[config.mk]
export PLATFORM = sky130hd
export DESIGN_NAME = nibble_serial_add_ctrl
export DESIGN_NICKNAME = d
export VERILOG_FILES = /design/src/rtl/arith_pkg.sv /design/src/rtl/nibble_adder4.sv /design/src/rtl/nibble_serial_add_ctrl.sv
export SDC_FILE = /design/constraint.sdc
export NUM_CORES = 1
export LEC_CHECK = 0
export BUFFER_PORTS_ARGS = -buffer_cell sky130_fd_sc_hd__buf_4
export CORE_MARGIN = 2
export CORE_UTILIZATION = 30
export CTS_BUF_LIST = sky130_fd_sc_hd__clkbuf_4
export DETAILED_ROUTE_END_ITERATION = 8
export SLEW_MARGIN = 10
export SYNTH_ARGS = -nofsm -noshare
export SYNTH_HDL_FRONTEND = slang
export SYNTH_SLANG_ARGS = --single-unit
export TNS_END_PERCENT = 5
[constraint.sdc]
create_clock -name clock -period 4.55 [get_ports clock]
set_clock_uncertainty 0.05 [all_clocks]
set_input_delay 1.365 -clock clock [delete_from_list [all_inputs] [get_ports clock]]
set_output_delay 1.365 -clock clock [all_outputs]
set_load 0.05 [all_outputs]
[src/rtl/arith_pkg.sv]
// Shared arithmetic definitions: serial-adder FSM states, adder slice width
// and a helper giving the number of slices per operand.
package arith_pkg;

    typedef enum logic [1:0] {IDLE, RUN, DONE} ser_state_t;

    localparam int NIB = 4;

    function automatic int nibbles(input int w);
        return w / NIB;
    endfunction

endpackage

[src/rtl/nibble_adder4.sv]
// Combinational 4-bit ripple-carry adder assembled from 1-bit full-adder cells.
module full_adder1 (
    input  logic a,
    input  logic b,
    input  logic cin,
    output logic sum,
    output logic cout
);

    assign sum  = a ^ b ^ cin;
    assign cout = (a & b) | (cin & (a ^ b));

endmodule

module nibble_adder4
    import arith_pkg::*;
(
    input  logic [NIB-1:0] a,
    input  logic [NIB-1:0] b,
    input  logic           cin,
    output logic [NIB-1:0] sum,
    output logic           cout
);

    logic [NIB:0] carryChain;

    assign carryChain[0] = cin;

    for (genvar i = 0; i < NIB; i++) begin : gCell
        full_adder1 uFa (
            .a    (a[i]),
            .b    (b[i]),
            .cin  (carryChain[i]),
            .sum  (sum[i]),
            .cout (carryChain[i+1])
        );
    end

    assign cout = carryChain[NIB];

endmodule

[src/rtl/nibble_serial_add_ctrl.sv]
// Serial WIDTH-bit adder: one shared 4-bit adder consumes a nibble per cycle,
// LSB first, with the carry held in a flop between slices.
module nibble_serial_add_ctrl
    import arith_pkg::*;
#(
    parameter int WIDTH = 16
) (
    input  logic             clock,
    input  logic             reset,
    input  logic             io_in_valid,
    output logic             io_in_ready,
    input  logic [WIDTH-1:0] io_in_a,
    input  logic [WIDTH-1:0] io_in_b,
    input  logic             io_in_carryIn,
    output logic             io_out_valid,
    input  logic             io_out_ready,
    output logic [WIDTH-1:0] io_out_sum,
    output logic             io_out_carryOut,
    output logic             io_busy
);

    localparam int NIBS  = nibbles(WIDTH);
    localparam int CNT_W = (NIBS > 1) ? $clog2(NIBS) : 1;
    localparam logic [CNT_W-1:0] LAST_CNT = CNT_W'(NIBS - 1);

    ser_state_t state, nextState;

    logic [CNT_W-1:0] cnt;
    logic [WIDTH-1:0] aQ;
    logic [WIDTH-1:0] bQ;
    logic [WIDTH-1:0] sumQ;
    logic             carryQ;

    logic [NIB-1:0]   sliceSum;
    logic             sliceCout;

    logic             inReadyDec;
    logic             outValidDec;
    logic             busyDec;

    nibble_adder4 uAdder (
        .a    (aQ[NIB-1:0]),
        .b    (bQ[NIB-1:0]),
        .cin  (carryQ),
        .sum  (sliceSum),
        .cout (sliceCout)
    );

    always_ff @(posedge clock) begin
        if (!reset) begin
            state <= IDLE;
        end else begin
            state <= nextState;
        end
    end

    always_comb begin
        nextState   = state;
        inReadyDec  = 1'b0;
        outValidDec = 1'b0;
        busyDec     = 1'b0;
        case (state)
            IDLE: begin
                inReadyDec = 1'b1;
                if (io_in_valid) begin
                    nextState = RUN;
                end
            end
            RUN: begin
                busyDec = 1'b1;
                if (cnt == LAST_CNT) begin
                    nextState = DONE;
                end
            end
            DONE: begin
                busyDec     = 1'b1;
                outValidDec = 1'b1;
                if (io_out_ready) begin
                    nextState = IDLE;
                end
            end
            default: nextState = IDLE;
        endcase
    end

    // Each RUN cycle retires the low nibble and shifts the next one into the adder.
    always_ff @(posedge clock) begin
        if (!reset) begin
            cnt    <= '0;
            aQ     <= '0;
            bQ     <= '0;
            sumQ   <= '0;
            carryQ <= 1'b0;
        end else begin
            case (state)
                IDLE: begin
                    if (io_in_valid) begin
                        aQ     <= io_in_a;
                        bQ     <= io_in_b;
                        carryQ <= io_in_carryIn;
                        cnt    <= '0;
                    end
                end
                RUN: begin
                    aQ     <= {{NIB{1'b0}}, aQ[WIDTH-1:NIB]};
                    bQ     <= {{NIB{1'b0}}, bQ[WIDTH-1:NIB]};
                    sumQ   <= {sliceSum, sumQ[WIDTH-1:NIB]};
                    carryQ <= sliceCout;
                    if (cnt != LAST_CNT) begin
                        cnt <= cnt + CNT_W'(1);
                    end
                end
                default: ;
            endcase
        end
    end

    // Outputs come from state and registers only; reset low forces them quiet.
    assign io_in_ready     = reset & inReadyDec;
    assign io_out_valid    = reset & outValidDec;
    assign io_busy         = reset & busyDec;
    assign io_out_sum      = io_out_valid ? sumQ : '0;
    assign io_out_carryOut = io_out_valid & carryQ;

endmodule

==> flow_summary.json <==
{
  "status": "finished, final reports clean",
  "ioPinCount": 57,
  "hold_path.class": "register to register",
  "synth.area.top_cells": "dfxtp_1 40%, mux2i_1 15%, a211oi_2 9.5%",
  "dp.cells": 411,
  "crit_path_top_delay_cell": "buf_4",
  "start_util": 0.306,
  "numCtsBuffers": 5,
  "use_met1": 0.166,
  "endpoint_kind": "output port",
  "antenna_found_initial": 0,
  "post-route-min-period_ns": 3.34,
  "fin_ws_ns": 1.21,
  "critPathKind": "input pin to output port",
  "avgViaCountPerCell": 4.68,
  "placeableCoreArea_sq_mm": 0.00864,
  "synth_cell_type_count": 32,
  "intPower_uw": 705,
  "antenna_left": 0,
  "pwr-share-clk": 0.195,
  "drt_iter0_markers": 72,
  "drive_above_1_share": 0.294,
  "yosysSeqAreaShare": 0.401,
  "first_pass_iters": 4,
  "power.density_mw_per_mm2": 330,
  "ys.warnings.count": 0,
  "rows": 34,
  "cts.htree.levels": 2,
  "max_freq_mhz": 299,
  "cts_tree": "built",
  "instances_no_fill": 418,
  "routedWlPerCell_um": 12.7,
  "cts_hold_buf": 0,
  "grt_use_total": 0.113,
  "drc": 0,
  "synth_edf_count": 0,
  "p_sw_frac": 0.316,
  "seq_area_sq_mm": 0.00106,
  "path_buf_inv": 2,
  "grt_first_pass_wirelength_um": 8990,
  "comb_power_share": 0.278,
  "synth_area_sq_mm": 0.00264,
  "timing.rr.start": "state[1]",
  "yosysTopAreaCell": "dfxtp_1",
  "max-slew-margin-rel": 0.234,
  "drv_slew": 0,
  "hold_path_startpoint": "bQ[12]",
  "portBuffers": 56,
  "switching_power_uw": 326,
  "timing.rr.end": "bQ[0]",
  "max-vdd-ir-drop_mv": 0.134,
  "postCtsSetupRepairBufs": 0,
  "cap_viol_max_count": 0,
  "setup_violations": 0,
  "multi_input_area_sq_mm": 0.00141,
  "setup.worst_path.start_class": "input pin",
  "syn_avg_cell_area_sq_um": 9.86,
  "cts_root_buffer": "clkbuf_4",
  "place_congestion": 0.698,
  "r2r_cells": 5,
  "synthArstFlopShare": 0,
  "path_common_cell": "buf_4",
  "cp.arrival_ns": 1.93,
  "clkSlewWorstSetupHoldPaths_ns": 0.14,
  "synth_seq_cells": 53,
  "post-synth-top-count-cell": "dfxtp_1",
  "first_global_vias": 1869,
  "hold_depth": 2,
  "cts_resized": 0,
  "area_delta_synth_final_pct": 18.3,
  "crit_chain": "buf_4, and3_1, buf_4",
  "slowest_delay_ns": 0.20,
  "clock_path_buffers": 2,
  "r2r_setup_slack_ns": 2.15,
  "routed_wl_um": 5310,
  "synthFlopType": "dfxtp_1",
  "synth_cells": 268,
  "critPathTopFamily": "buffers and inverters",
  "synth_common_cells": "53 x dfxtp_1, 41 x nor2_1, 40 x mux2i_1",
  "pre_cts_ws_ns": 1.21,
  "tightest_slew_ns": 1.15,
  "clk_latency_ns": 0.36,
  "hold-path-endpoint": "bQ[12]",
  "p_leak_uw": 0.00131,
  "diodes": 0,
  "clock-sinks": 53,
  "grt-ovfl-total": 0,
  "path_max_fanout": 22,
  "yosysTopAreaCellShare": 0.401,
  "met3_usage": 0.0315,
  "p_seq_frac": 0.527,
  "met2_usage": 0.164,
  "rsz0062_at_grt": "false",
  "dieArea_sq_mm": 0.00958,
  "fin_nets": 355,
  "tns_ns": 0,
  "nFillCells": 904,
  "min_period_over_period": 0.734,
  "grt_max_degree": 59,
  "die_y_um": 97.9,
  "via_count": 1956,
  "postSynthNetCount": 313,
  "dp_hpwl_um": 3570,
  "finalHoldViolations": 0,
  "grt.busiest_layer": "met1",
  "crit_required_ns": 3.13,
  "die_x_um": 97.9
}
[worst max path at each step]
stage	from	end	slack [ns]	depth (start not counted)
after floorplan	reset	io_out_sum[10]	1.10	2
after global placement	reset	io_in_ready	1.23	3
after detailed placement	reset	io_out_sum[15]	1.21	3
after CTS	reset	io_out_sum[15]	1.21	3
after global routing	reset	io_out_sum[12]	1.17	3
final	reset	io_out_sum[2]	1.21	3
[power groups by stage]
| stage | logic (uW) | clock network, uW | registers, uW |
|---|---|---|---|
| 2_1_floorplan | 243 | 0 | 545 |
| 3_3_place_gp | 287 | 0 | 553 |
| 3_5_place_dp | 289 | 0 | 554 |
| 4_1_cts | 291 | 213 | 544 |
| 5_1_grt | 322 | 229 | 552 |
| 6_report | 287 | 201 | 543 |
[tightest hold or removal path, delay by kind of cell, from the launching register on]
family          cells  cell delay (ns)
simple gates        1             0.05
flops               1             0.34
compound gates      1             0.05
[placed cells by master, fill, tap and decap left out, drive strengths merged, types with 2 or more instances in the layout]
cell type / netlist / layout
a211oi: 27 / 27
clkbuf: 9 / 6
a21oi: 10 / 10
nand2: 9 / 9
inv: 11 / 12
mux2i: 40 / 40
and3: 17 / 17
fa: 4 / 4
nand3b: 10 / 10
nor2: 41 / 41
buf: 13 / 57
o31ai: 2 / 2
ha: 4 / 4
and2: 3 / 3
nor2b: 3 / 3
dfxtp: 53 / 53
[cells by family after synthesis]
group	after synthesis	share of synthesized area
flip-flops	53	0.401
multiplexers	41	0.157
AND/OR/NAND/NOR	88	0.170
buffers and inverters	34	0.0663
AO/OA/AOI/OAI	44	0.156
adder cells (fa/ha/maj)	8	0.0492
[routing by layer]
metal,routed length (um),vias up
li1,-,1023
met1,2820,880
met2,2140,46
met3,299,7
met4,54,0
met5,0,-
[sequential cells by signal, indices dropped and copies added, names as in the netlist]
signal / count
carryQ: 1
sumQ: 16
bQ: 16
aQ: 16
cnt: 2
state: 2
[final cells by class]
| type | count | share of cell area |
|---|---|---|
| multi-input combinational | 181 | 0.451 |
| sequential | 53 | 0.339 |
| timing repair buffer | 57 | 0.137 |
| tap | 108 | 0.0432 |
| clock buffer | 6 | 0.0144 |
| inverter | 12 | 0.0144 |
| clock inverter | 1 | 0.00120 |
[through the flow]
stage               power (uW)  hold slack, ns   util  cell area, sq um
CTS                       1050           0.415  0.362              3130
global placement           839           0.389  0.357              3080
detailed placement         844           0.396  0.357              3080
global route              1100           0.436  0.362              3130
floorplan                  788           0.382      -              2640
finish                    1030           0.412  0.362              3130
No activity file was read; power rests on OpenSTA's default activity.
